<file path="config.mk">
export PLATFORM = sky130hd
export DESIGN_NAME = jt12_acc_seq_flat
export DESIGN_NICKNAME = d
export VERILOG_FILES = /design/src/rtl/jt12_acc_seq_pkg.sv /design/src/rtl/jt12_acc_seq_if.sv /design/src/rtl/jt12_seq_cfg.sv /design/src/rtl/jt12_acc_seq.sv /design/src/flat_wrapper.sv
export SDC_FILE = /design/constraint.sdc
export NUM_CORES = 1
export LEC_CHECK = 0
export ABC_AREA = 1
export BUFFER_PORTS_ARGS = -buffer_cell sky130_fd_sc_hd__buf_2
export CORE_UTILIZATION = 40
export CTS_BUF_LIST = sky130_fd_sc_hd__clkbuf_16
export DETAILED_ROUTE_END_ITERATION = 7
export RECOVER_POWER = 25
export SLEW_MARGIN = 20
export SYNTH_ARGS = -nofsm -noshare
export SYNTH_HDL_FRONTEND = slang
export SYNTH_HIERARCHICAL = 1
export SYNTH_SLANG_ARGS = --single-unit
</file>
<file path="constraint.sdc">
create_clock -name clk -period 2.93 [get_ports clk]
set_input_delay 0.586 -clock clk [delete_from_list [all_inputs] [get_ports clk]]
set_output_delay 0.586 -clock clk [all_outputs]
set_load 0.03 [all_outputs]
</file>
<file path="src/rtl/jt12_acc_seq_pkg.sv">
// Shared types for the jt12 accumulator slot sequencer: frame geometry,
// operator-group order and the per-channel config entry.
package jt12_seq_pkg;
    localparam int NUM_CH = 6;
    localparam int SLOTS  = 4 * NUM_CH;

    // Encoding follows frame order, so incrementing walks the frame.
    typedef enum logic [1:0] {GRP_S1, GRP_S3, GRP_S2, GRP_S4} grp_e;

    typedef struct packed {
        logic [2:0] alg;
        logic [1:0] rl;
    } cfg_t;

    localparam cfg_t CFG_RST = '{alg: 3'd0, rl: 2'b11};
endpackage

</file>
<file path="src/rtl/jt12_acc_seq_if.sv">
// Sequencer bus: slot-advance enable, config write port and per-slot controls.
interface jt12_acc_seq_if;
    logic       clk_en;
    logic       cfg_we;
    logic [2:0] cfg_ch;
    logic [2:0] cfg_alg;
    logic [1:0] cfg_rl;
    logic       cfg_pcm_we;
    logic       cfg_pcm_en;
    logic [4:0] slot;
    logic [2:0] ch;
    logic       zero;
    logic       s1_enters, s2_enters, s3_enters, s4_enters;
    logic       ch6op;
    logic [2:0] alg;
    logic [1:0] rl;
    logic       pcm_en;
    logic       sample_vld;

    modport master (
        output clk_en, cfg_we, cfg_ch, cfg_alg, cfg_rl, cfg_pcm_we, cfg_pcm_en,
        input  slot, ch, zero, s1_enters, s2_enters, s3_enters, s4_enters,
               ch6op, alg, rl, pcm_en, sample_vld
    );
    modport slave (
        input  clk_en, cfg_we, cfg_ch, cfg_alg, cfg_rl, cfg_pcm_we, cfg_pcm_en,
        output slot, ch, zero, s1_enters, s2_enters, s3_enters, s4_enters,
               ch6op, alg, rl, pcm_en, sample_vld
    );
endinterface

</file>
<file path="src/rtl/jt12_seq_cfg.sv">
// Per-channel alg/rl bank plus PCM enable. With JT12_SEQ_SHADOW_EN a staging
// bank collects writes and is copied to the active bank on commit_i.
module jt12_seq_cfg
    import jt12_seq_pkg::*;
#(
    parameter int NUM_CH = 6
) (
    input  logic       clk,
    input  logic       rst,
    input  logic       we_i,
    input  logic [2:0] wch_i,
    input  cfg_t       wdata_i,
    input  logic       pcm_we_i,
    input  logic       pcm_wdata_i,
`ifdef JT12_SEQ_SHADOW_EN
    input  logic       commit_i,
`endif
    input  logic [2:0] rd_idx_i,
    output cfg_t       rd_data_o,
    output logic       pcm_o
);
    cfg_t act_q [NUM_CH];
    cfg_t act_d [NUM_CH];
    logic pcm_q, pcm_d;
    logic wr_ok;

    assign wr_ok = we_i && (int'(wch_i) < NUM_CH);

`ifdef JT12_SEQ_SHADOW_EN
    cfg_t stg_q [NUM_CH];
    cfg_t stg_d [NUM_CH];
    logic stg_pcm_q, stg_pcm_d;

    // A write on the commit edge lands in stg_d and is carried straight through.
    always_comb begin
        stg_d     = stg_q;
        stg_pcm_d = stg_pcm_q;
        if (wr_ok)    stg_d[wch_i] = wdata_i;
        if (pcm_we_i) stg_pcm_d    = pcm_wdata_i;
        act_d = act_q;
        pcm_d = pcm_q;
        if (commit_i) begin
            act_d = stg_d;
            pcm_d = stg_pcm_d;
        end
    end

    always_ff @(posedge clk or posedge rst) begin
        if (rst) begin
            stg_q     <= '{default: CFG_RST};
            stg_pcm_q <= 1'b0;
        end else begin
            stg_q     <= stg_d;
            stg_pcm_q <= stg_pcm_d;
        end
    end
`else
    always_comb begin
        act_d = act_q;
        pcm_d = pcm_q;
        if (wr_ok)    act_d[wch_i] = wdata_i;
        if (pcm_we_i) pcm_d        = pcm_wdata_i;
    end
`endif

    always_ff @(posedge clk or posedge rst) begin
        if (rst) begin
            act_q <= '{default: CFG_RST};
            pcm_q <= 1'b0;
        end else begin
            act_q <= act_d;
            pcm_q <= pcm_d;
        end
    end

    // Read port returns the value active after this edge, so the output
    // register picks up same-cycle writes and commits.
    assign rd_data_o = act_d[rd_idx_i];
    assign pcm_o     = pcm_d;
endmodule

</file>
<file path="src/rtl/jt12_acc_seq.sv">
// 24-slot operator-frame sequencer for the jt12 accumulator (S1,S3,S2,S4 x 6 ch).
// Define JT12_SEQ_SHADOW_EN to make config changes take effect only at frame start.
module jt12_acc_seq
    import jt12_seq_pkg::*;
#(
    parameter int NUM_CH = 6
) (
    input  logic           clk,
    input  logic           rst,
    jt12_acc_seq_if.slave  seq_if
);
    localparam logic [0:0] ST_IDLE   = 1'b0;
    localparam logic [0:0] ST_RUN    = 1'b1;
    localparam logic [4:0] SLOT_LAST = 5'(4 * NUM_CH - 1);
    localparam logic [2:0] CH_LAST   = 3'(NUM_CH - 1);

    logic [0:0] st_q, st_d;
    logic [4:0] slot_q, slot_d;
    logic [2:0] ch_q, ch_d;
    grp_e       grp_q, grp_d;
    logic       zero_q, s1_q, s2_q, s3_q, s4_q, ch6op_q, svld_q, pcm_q;
    cfg_t       cfg_q;
    cfg_t       rd_cfg;
    logic       rd_pcm;
    logic       run, adv, commit;

    assign run    = (st_q == ST_RUN);
    assign adv    = seq_if.clk_en;
    assign commit = run && adv && (slot_q == SLOT_LAST);

    // Channel and group are nested counters; grp steps when ch wraps.
    always_comb begin
        st_d   = st_q;
        slot_d = slot_q;
        ch_d   = ch_q;
        grp_d  = grp_q;
        if (adv) begin
            st_d = ST_RUN;
            if (!run) begin
                slot_d = '0;
                ch_d   = '0;
                grp_d  = GRP_S1;
            end else begin
                slot_d = commit ? 5'd0 : slot_q + 5'd1;
                if (ch_q == CH_LAST) begin
                    ch_d  = '0;
                    grp_d = grp_e'(grp_q + 2'd1);
                end else begin
                    ch_d = ch_q + 3'd1;
                end
            end
        end
    end

    always_ff @(posedge clk or posedge rst) begin
        if (rst) begin
            st_q    <= ST_IDLE;
            slot_q  <= '0;
            ch_q    <= '0;
            grp_q   <= GRP_S1;
            zero_q  <= 1'b0;
            s1_q    <= 1'b0;
            s2_q    <= 1'b0;
            s3_q    <= 1'b0;
            s4_q    <= 1'b0;
            ch6op_q <= 1'b0;
            svld_q  <= 1'b0;
            pcm_q   <= 1'b0;
            cfg_q   <= CFG_RST;
        end else begin
            st_q   <= st_d;
            slot_q <= slot_d;
            ch_q   <= ch_d;
            grp_q  <= grp_d;
            svld_q <= commit;
            if (adv) begin
                zero_q  <= (slot_d == 5'd0);
                s1_q    <= (grp_d == GRP_S1);
                s2_q    <= (grp_d == GRP_S2);
                s3_q    <= (grp_d == GRP_S3);
                s4_q    <= (grp_d == GRP_S4);
                ch6op_q <= (ch_d == CH_LAST);
                pcm_q   <= rd_pcm;
            end
            // While running, track the bank every cycle so direct writes show at once.
            if (adv || run) cfg_q <= rd_cfg;
        end
    end

    jt12_seq_cfg #(.NUM_CH(NUM_CH)) u_cfg (
        .clk         (clk),
        .rst         (rst),
        .we_i        (seq_if.cfg_we),
        .wch_i       (seq_if.cfg_ch),
        .wdata_i     ('{alg: seq_if.cfg_alg, rl: seq_if.cfg_rl}),
        .pcm_we_i    (seq_if.cfg_pcm_we),
        .pcm_wdata_i (seq_if.cfg_pcm_en),
`ifdef JT12_SEQ_SHADOW_EN
        .commit_i    (commit),
`endif
        .rd_idx_i    (ch_d),
        .rd_data_o   (rd_cfg),
        .pcm_o       (rd_pcm)
    );

    assign seq_if.slot       = slot_q;
    assign seq_if.ch         = ch_q;
    assign seq_if.zero       = zero_q;
    assign seq_if.s1_enters  = s1_q;
    assign seq_if.s2_enters  = s2_q;
    assign seq_if.s3_enters  = s3_q;
    assign seq_if.s4_enters  = s4_q;
    assign seq_if.ch6op      = ch6op_q;
    assign seq_if.alg        = cfg_q.alg;
    assign seq_if.rl         = cfg_q.rl;
    assign seq_if.pcm_en     = pcm_q;
    assign seq_if.sample_vld = svld_q;
endmodule

</file>
<file path="src/flat_wrapper.sv">
// flat-port wrapper written by rule: the top's interface ports become plain ports
module jt12_acc_seq_flat import jt12_seq_pkg::*;
#(
    parameter int NUM_CH = 6
)
  (clk, rst, seq_if_clk_en, seq_if_cfg_we, seq_if_cfg_ch, seq_if_cfg_alg, seq_if_cfg_rl, seq_if_cfg_pcm_we, seq_if_cfg_pcm_en, seq_if_slot, seq_if_ch, seq_if_zero, seq_if_s1_enters, seq_if_s2_enters, seq_if_s3_enters, seq_if_s4_enters, seq_if_ch6op, seq_if_alg, seq_if_rl, seq_if_pcm_en, seq_if_sample_vld);
  jt12_acc_seq_if seq_if_i ();
  input  logic clk;
  input  logic rst;
  input wire logic [$bits(seq_if_i.clk_en)-1:0] seq_if_clk_en;
  input wire logic [$bits(seq_if_i.cfg_we)-1:0] seq_if_cfg_we;
  input wire logic [$bits(seq_if_i.cfg_ch)-1:0] seq_if_cfg_ch;
  input wire logic [$bits(seq_if_i.cfg_alg)-1:0] seq_if_cfg_alg;
  input wire logic [$bits(seq_if_i.cfg_rl)-1:0] seq_if_cfg_rl;
  input wire logic [$bits(seq_if_i.cfg_pcm_we)-1:0] seq_if_cfg_pcm_we;
  input wire logic [$bits(seq_if_i.cfg_pcm_en)-1:0] seq_if_cfg_pcm_en;
  output wire logic [$bits(seq_if_i.slot)-1:0] seq_if_slot;
  output wire logic [$bits(seq_if_i.ch)-1:0] seq_if_ch;
  output wire logic [$bits(seq_if_i.zero)-1:0] seq_if_zero;
  output wire logic [$bits(seq_if_i.s1_enters)-1:0] seq_if_s1_enters;
  output wire logic [$bits(seq_if_i.s2_enters)-1:0] seq_if_s2_enters;
  output wire logic [$bits(seq_if_i.s3_enters)-1:0] seq_if_s3_enters;
  output wire logic [$bits(seq_if_i.s4_enters)-1:0] seq_if_s4_enters;
  output wire logic [$bits(seq_if_i.ch6op)-1:0] seq_if_ch6op;
  output wire logic [$bits(seq_if_i.alg)-1:0] seq_if_alg;
  output wire logic [$bits(seq_if_i.rl)-1:0] seq_if_rl;
  output wire logic [$bits(seq_if_i.pcm_en)-1:0] seq_if_pcm_en;
  output wire logic [$bits(seq_if_i.sample_vld)-1:0] seq_if_sample_vld;
  assign seq_if_i.clk_en = seq_if_clk_en;
  assign seq_if_i.cfg_we = seq_if_cfg_we;
  assign seq_if_i.cfg_ch = seq_if_cfg_ch;
  assign seq_if_i.cfg_alg = seq_if_cfg_alg;
  assign seq_if_i.cfg_rl = seq_if_cfg_rl;
  assign seq_if_i.cfg_pcm_we = seq_if_cfg_pcm_we;
  assign seq_if_i.cfg_pcm_en = seq_if_cfg_pcm_en;
  assign seq_if_slot = seq_if_i.slot;
  assign seq_if_ch = seq_if_i.ch;
  assign seq_if_zero = seq_if_i.zero;
  assign seq_if_s1_enters = seq_if_i.s1_enters;
  assign seq_if_s2_enters = seq_if_i.s2_enters;
  assign seq_if_s3_enters = seq_if_i.s3_enters;
  assign seq_if_s4_enters = seq_if_i.s4_enters;
  assign seq_if_ch6op = seq_if_i.ch6op;
  assign seq_if_alg = seq_if_i.alg;
  assign seq_if_rl = seq_if_i.rl;
  assign seq_if_pcm_en = seq_if_i.pcm_en;
  assign seq_if_sample_vld = seq_if_i.sample_vld;
  jt12_acc_seq #(.NUM_CH(NUM_CH)) u_core (.clk(clk), .rst(rst), .seq_if(seq_if_i));
endmodule
</file>
======== Word level (Yosys, flattened, before mapping) ========
Cells that the tools add are included.
word-level totals
  flip-flop bits (word level) ............. 55
  input port bits ......................... 14
  output and inout port bits .............. 21
  logic and storage cells ................. 66
cells by class
  $add $sub $neg .......................... 3
  magnitude comparators ................... 4
  eq/ne operators ......................... 6
  mux-type cells .......................... 17
  bitwise gates (word level) .............. 2
  reductions and logical operators ........ 7
operators by type and width
  kind                   count
  $bwmux W30             1
  $mux W30               1
  $mux W5                6
  $bmux W5 S3            1
  $demux W5 S3           1
  $mux W3                3
  $ge A4 B4 Y1 const B   2
  $not A3 Y4             2
  $eq A3 B3 Y1 const B   2
  $mux W2                3
  $add A5 B1 Y5 const B  1
  $eq A5 B5 Y1 const B   1
  $logic_not A5 Y1       1
  $eq A2 B2 Y1 const B   2
  $logic_and A1 B1 Y1    4
  $lt A4 B1 Y1 const B   1
  $add A3 B1 Y3 const B  1
  $lt A3 B3 Y1 const B   1
  $add A2 B1 Y2 const B  1
  $eq A2 B1 Y1 const B   1
  $logic_not A2 Y1       1
  $logic_or A1 B1 Y1     1
  $mux W1                1

======== Depth between registers and ports, before layout ========
Gate-level depths: netlist of the first run.
  depth after elaboration ................. 10
  mapped depth ............................ 15
  mapped depth without buffers ............ 11

======== Cells and area by module ========
Netlist of the first run, hierarchy kept.
modules (own cells, without submodules)
  module        times used  cells each  area an instance (um^2)  sequential area each (um^2)
  jt12_seq_cfg  1           208         1,564.0                  790.8
  jt12_acc_seq  1           127         1,083.5                  603.1

======== Least setup slack after synthesis of the first run ========
Ideal clock, no wire load.
  path type ............................... input to register
  start ................................... in seq_if_clk_en
  end ..................................... reg u_core.cfg_q (netlist bit u_core/seq_if.alg[0])
  library setup time ...................... 0.117 ns
  arrival time ............................ 2.042 ns
  required time ........................... 2.813 ns
  setup slack ............................. 0.771 ns
  cell stages on the path ................. 14
  path buffers ............................ 4
  cells stage by stage .................... clkbuf_8 inv_1 buf_2 nand2_1 o21ai_0 clkbuf_2 buf_1 nand3_1 nand3_1 nand2_1 nand2_1 nand2_1 nand2_1 nand2_1
RTL lines
  what                  line                RTL
  start, declared       flat_wrapper.sv:10  input wire logic [$bits(seq_if_i.clk_en)-1:0] seq_if_clk_en;
  end signal, assigned  jt12_acc_seq.sv:86  if (adv || run) cfg_q <= rd_cfg;
  end, declared         jt12_acc_seq.sv:22  cfg_t cfg_q;

==> results of run 1 <==
## synth_stat cells, drive strengths merged
cell type  number
a21oi           1
mux2            1
nand2         138
a22oi           1
nor2           12
o21ai          19
buf             7
o21bai          1
nand3          62
dfrtp          41
clkbuf          2
inv            29
nand4           4
ha              1
a32o            1
clkinv          1
dfstp          14
## area by class of cell
class / count / area (sq um) / share of cell area
Sequential cell: 55 / 1390 / 0.457
Multi-Input combinational cell: 241 / 1090 / 0.356
Timing Repair Buffer: 39 / 199 / 0.0652
Clock buffer: 5 / 125 / 0.0410
Inverter: 30 / 113 / 0.0369
Tap cell: 77 / 96.3 / 0.0316
Clock inverter: 3 / 37.5 / 0.0123
## flip-flops by register name, summed over array words and instances (netlist names)
name	flops
u_core/u_cfg/act_q	30
u_core/seq_if.slot	5
u_core/seq_if.alg	3
u_core/seq_if.ch	3
u_core/grp_q	2
u_core/seq_if.rl	2
u_core/run	1
u_core/seq_if.ch6op	1
u_core/seq_if.pcm_en	1
u_core/seq_if.s1_enters	1
u_core/seq_if.s2_enters	1
u_core/seq_if.s3_enters	1
u_core/seq_if.s4_enters	1
u_core/seq_if.sample_vld	1
u_core/seq_if.zero	1
u_core/u_cfg/pcm_q	1
## per-stage QoR
step	utilization	hold slack (ps)	setup slack [ps]	cell area, sq um
global placement	0.454	452	694	2900
CTS	0.479	471	905	3060
floorplan	-	437	771	2650
detailed placement	0.454	455	606	2900
finish	0.478	391	898	3050
global route	0.478	448	689	3050
## where the power goes
part / switching (mW) / internal [mW]
logic: 0.633 / 0.269
registers: 0.116 / 0.985
clock network: 0.249 / 0.397
## logic make-up after synthesis
group | after synthesis
compound gates | 23
fa+ha+maj | 1
buf+inv | 39
flops | 55
mux | 1
simple gates | 216
## layer usage
layer / global-route usage / up-vias / share of wire
li1: - / 1150 / -
met1: 0.261 / 1044 / 0.51
met2: 0.282 / 49 / 0.43
met3: 0.0338 / 9 / 0.042
met4: 0.0784 / 0 / 0.019
met5: 0 / - / 0
## worst reg2reg max path: cells and delay by family, from the launching register on
family,cells,cell delay (ps)
AO/OA/AOI/OAI,2,480
buffers and inverters,1,290
AND/OR/NAND/NOR,7,550
flip-flops,1,450
## worst max-delay path by stage
stage / startpoint / to / depth (start not counted)
4_1_cts: seq_if_clk_en / u_core/seq_if.alg[2]$_DFFE_PP0P_ / 12
6_report: seq_if_clk_en / u_core/seq_if.alg[2]$_DFFE_PP0P_ / 12
5_1_grt: seq_if_clk_en / u_core/seq_if.alg[0]$_DFFE_PP0P_ / 12
3_3_place_gp: seq_if_clk_en / u_core/seq_if.alg[2]$_DFFE_PP0P_ / 12
3_5_place_dp: seq_if_clk_en / u_core/seq_if.alg[2]$_DFFE_PP0P_ / 12
2_1_floorplan: seq_if_clk_en / u_core/seq_if.alg[0]$_DFFE_PP0P_ / 14
==> results by group, run 1 <==
Placement
  • # port buffers: 34
  • GP Congestion: 0.812
  • Hpwl dp: 4340 um
  • Inst Count DP: 442

Detailed routing
  • Routed WL: 5930 um
  • Post-route ant nets: 0
  • Initial DRC Count: 138
  • Drt first pass iters: 6
  • DRC viols: 0
  • Vias: 2,252
  • Vias/cell: 5.00
  • Wire length per cell: 13.2 um

Synthesis
  • Syn_area_per_cell: 7.90 sq um
  • Synth top area share: 0.388
  • Simple-gate share of the synthesized area: 0.351
  • Adder-cell area share of the yosys netlist: 0.00473
  • Multiplexer share of the synthesized area: 0.00425
  • Syn_nets: 350
  • Complex-gate fraction of the synthesized area: 0.0501
  • Sequential cell area fraction in the yosys report: 0.526
  • Post-synthesis xor/xnor area fraction: 0
  • Largest family of logic cells by synthesized area: simple AND/OR/NAND/NOR gates
  • Yosys warning count: 6
  • Yosys cell types: 28
  • Synth Cell Area: 2650 sq um
  • Synth top area cells: dfrtp_1, nand2_1, dfstp_2
  • Mapped Cells: 335
  • Largest area contributor in the netlist: dfrtp_1
  • Synthesized flop and latch total: 55

Floorplan
  • Die height: 83.4 um
  • Ports: 35
  • Initial core utilization: 0.415
  • Core area: 6390 sq um
  • Die ar.: 6950 sq um
  • Die Wd: 83.4 um
  • Cell Rows: 29

Critical path
  • Startpoint Class: input pin
  • Top Family by Delay on Critical Path: buffers and inverters
  • CP peak stage delay: 390 ps
  • RR Startpoint: u_core/run$_DFFE_PP0P_
  • WP buf/inv: 3
  • CP dominant cell by count: nand2_1
  • Required @ worst endpoint: 3110 ps
  • R2R setup slack: 1060 ps
  • Reg2reg path depth: 10
  • CP max FO: 15
  • Critical path's slowest cell: inv_1
  • Critical path arrival: 2210 ps
  • Reg2reg end: u_core/seq_if.alg[2]$_DFFE_PP0P_
  • Endpoint class of the critical path: register
  • Cell chain of the critical path: buf_2 > inv_1 > nand2_1 > o21ai_0 > inv_1 > nand3_1 > nand3_1 > nand2_1 > nand2_1 > nand2_1 > nand2_1 > nand2_1
  • Critical path class: in2reg

Clock tree
  • Bufs on Longest Clock Path: 2
  • CTS Root Cell: clkbuf_16
  • Sink Count: 55
  • CTS tree: built
  • Post-CTS Hold Buffers: 0
  • Num CTS Buffers: 5
  • H-Tree Depth: 2
  • Post-CTS Setup Repair Bufs: 0
  • Clock latency on the worst-skew pair: 290 ps
  • Reg clk slew, reported paths: 70 ps
  • CTS-repair resized insts: 0

STA
  • Max Clock Skew: 5.69 ps
  • Sum Neg Setup Slack: 0 ps
  • Tcrit/Tclk final: 0.694
  • Slew @ Worst Pin: 971 ps
  • Relative slew slack: 0.349
  • Max-slew violations: 0
  • Final setup viols: 0
  • RSZ-0062 raised after global routing: false
  • Fmax: 492 MHz
  • Final Hold Viols: 0
  • Min cycle time layout: 2030 ps

Finish
  • Synthesis-to-finish area growth: 15.2%
  • Fin cells: 450
  • Share of layout cells above drive strength 1: 0.185
  • NumNets Final: 387
  • Diode count: 0
  • Most common cell after layout, fill and taps aside: nand2_1
  • Fillers: 649
  • Most frequent cells in the layout: nand2_1, nand3_1, dfrtp_1

GRT
  • Initial antenna violation count: 0
  • Vias in the first global route: 2,181
  • Total gr overflow: 0
  • All-Layer GR Usage: 0.186
  • Largest net degree at the start of global routing: 28
  • First-pass GRT wire length: 10,400 um

Power and ir drop
  • Worst VDD drop: 0.457 mV
  • PD cells: 868 nW/um^2
  • Static Leakage: 1.67 nW
  • Overall Power: 2.65 mW

Outcome
  • Status: complete, no violations

Job
  • Maxcap violations: 0

Hold path
  • Worst min path class: in2async
Power figures use the tool's default switching activity.
==> run 2, diff against run 1 <==
- clock period: 2.93 -> 1.7 ns (I/O delays scaled with it)
==> run 2 against run 1 <==
Sequential power increased by 72%. First-iteration DRC count decreased by 15%. Critical path depth down 3. Final cell count rose by 3.1%. Die area stayed put. Global-route usage grew 0.079 points. Clock-buffer cell count is the same. Combinational power up 80%. Sequential share of layout area shrank 1.2 points. Critical path type is now reg2reg. Critical endpoint is now u_core/seq_if.alg[0]$_DFFE_PP0P_.
==> results by group, run 2 (synthesized netlist as in run 1, its figures left out) <==
Outcome
  • Status: complete, no violations

Finish
  • NumNets Final: 401
  • Most frequent cells in the layout: nand2_1, nand3_1, dfrtp_1
  • Max reg flops: 30
  • Fin cells: 464
  • Fillers: 625
  • Final instance area: 3140 sq um
  • Synthesis-to-finish area growth: 18.5%
  • Diode count: 0
  • Share of layout cells above drive strength 1: 0.233
  • Most common cell after layout, fill and taps aside: nand2_1
  • Top reg by flops: u_core/u_cfg/act_q

Placement
  • GP Congestion: 0.866
  • # port buffers: 34
  • Placed Area: 3000 sq um
  • Hpwl dp: 4410 um
  • Inst Count DP: 456
  • Dpl ws: 50.4 ps

Critical path
  • RR Startpoint: u_core/seq_if.ch[0]$_DFF_PP0_
  • Critical path class: reg2reg
  • Startpoint Class: register
  • Reg2reg path depth: 9
  • R2R setup slack: 160 ps
  • CP endpoint: u_core/seq_if.alg[0]$_DFFE_PP0P_
  • Required @ worst endpoint: 1880 ps
  • Worst setup startpoint: u_core/seq_if.ch[0]$_DFF_PP0_
  • CP max FO: 10
  • Endpoint class of the critical path: register
  • Cell chain of the critical path: a21oi_2 > a32o_1 > clkinv_2 > nand3_1 > nand2_1 > nand2_1 > nand2_1 > nand2_1 > nand2_1
  • Reg2reg end: u_core/seq_if.alg[0]$_DFFE_PP0P_
  • CP dominant cell by count: nand2_1
  • Critical path's slowest cell: dfrtp_2
  • Critical path arrival: 1720 ps
  • CP peak stage delay: 470 ps

STA
  • Min cycle time layout: 1540 ps
  • Fmax: 649 MHz
  • Final setup viols: 0
  • Max Clock Skew: 10.5 ps
  • Worst hold margin: 234 ps
  • Slew @ Worst Pin: 1290 ps
  • Tcrit/Tclk final: 0.906
  • Relative slew slack: 0.137
  • Fin worst setup slack: 160 ps
  • Final Hold Viols: 0
  • RSZ-0062 raised after global routing: true
  • Max-slew violations: 0

Floorplan
  • Ports: 35
  • Core area: 6390 sq um
  • Die Wd: 83.4 um
  • Initial core utilization: 0.415
  • Die ar.: 6950 sq um
  • Die height: 83.4 um
  • Cell Rows: 29

GRT
  • Vias in the first global route: 2,165
  • All-Layer GR Usage: 0.187
  • Largest net degree at the start of global routing: 32
  • Total gr overflow: 0
  • First-pass GRT wire length: 10,200 um
  • Initial antenna violation count: 0

Power and ir drop
  • Sequential power share: 0.421
  • PD cells: 1430 nW/um^2
  • Worst VDD drop: 0.753 mV
  • Switching power: 1.75 mW
  • Static Leakage: 1.73 nW
  • Switching share of power: 0.389
  • Combinational share of power: 0.361
  • Clk network pwr share: 0.217
  • Internal Power: 2.74 mW

Clock tree
  • Bufs on Longest Clock Path: 2
  • Clock latency on the worst-skew pair: 290 ps
  • H-Tree Depth: 2
  • CTS Root Cell: clkbuf_16
  • CTS tree: built
  • Num CTS Buffers: 5
  • Reg clk slew, reported paths: 70 ps
  • Sink Count: 55

Detailed routing
  • Drt first pass iters: 4
  • Wire length per cell: 12.7 um
  • Post-route ant nets: 0
  • Initial DRC Count: 117
  • Routed WL: 5910 um
  • Vias: 2,254
  • Vias/cell: 4.86
  • DRC viols: 0

Hold path
  • Worst min path class: in2async

Job
  • Maxcap violations: 0
[run 2: metrics by stage]
stage                     setup TNS [ps]   util  total power [mW]
after floorplan                        0      -              3.05
after global placement                 0  0.470              3.52
after detailed placement               0  0.470              3.54
after CTS                              0  0.492              4.52
after global routing               -9.98  0.491              4.82
final                                  0  0.491              4.50
[run 2: layout make-up]
| type | count | area [sq um] | area share |
|---|---|---|---|
| multi-input combinational | 241 | 1090 | 0.347 |
| inverter | 30 | 114 | 0.0363 |
| sequential | 55 | 1400 | 0.445 |
| clock buffer | 5 | 125 | 0.0399 |
| clock inverter | 3 | 12.5 | 0.00399 |
| tap | 77 | 96.3 | 0.0307 |
| timing repair buffer | 53 | 305 | 0.0973 |
[run 2: power by group through the flow]
stage	sequential [mW]	combinational (mW)	clock [mW]
after global placement	1.91	1.61	0
after floorplan	2.26	0.796	0
after CTS	1.89	1.64	0.991
final	1.89	1.62	0.976
after detailed placement	1.91	1.63	0
after global routing	1.94	1.82	1.06
[run 2: per-layer routing]
metal,part of all wire,vias up,track usage
met5,0,-,0
met4,0.022,0,0.0815
met3,0.047,11,0.0388
met2,0.42,57,0.268
met1,0.51,1013,0.272
li1,-,1173,-
[run 2: worst min path at each step]
stage	startpoint	end	slack, ps	cells past startpoint
after CTS	rst	u_core/seq_if.pcm_en$_DFFE_PP0P_	110	3
after detailed placement	rst	u_core/seq_if.pcm_en$_DFFE_PP0P_	430	3
after floorplan	rst	u_core/grp_q[0]$_DFF_PP0_	350	1
after global routing	seq_if_cfg_pcm_en	u_core/u_cfg/pcm_q$_DFF_PP0_	290	2
final	rst	u_core/u_cfg/pcm_q$_DFF_PP0_	230	3
after global placement	rst	u_core/seq_if.pcm_en$_DFFE_PP0P_	410	3
[run 2: worst max-delay path, delay by kind of cell, from the launching register on]
kind / cells / cell delay, ps
flip-flops: 1 / 470
AND/OR/NAND/NOR: 6 / 390
buffers and inverters: 1 / 160
AO/OA/AOI/OAI: 2 / 410
[run 2: repair_timing]
| item | in CTS | in global routing |
|---|---|---|
| setup endpoints to repair | 0 | 5 |
| gates resized for setup | 0 | 2 |
| hold buffers | 0 | 0 |
| buffers inserted | 0 | 0 |
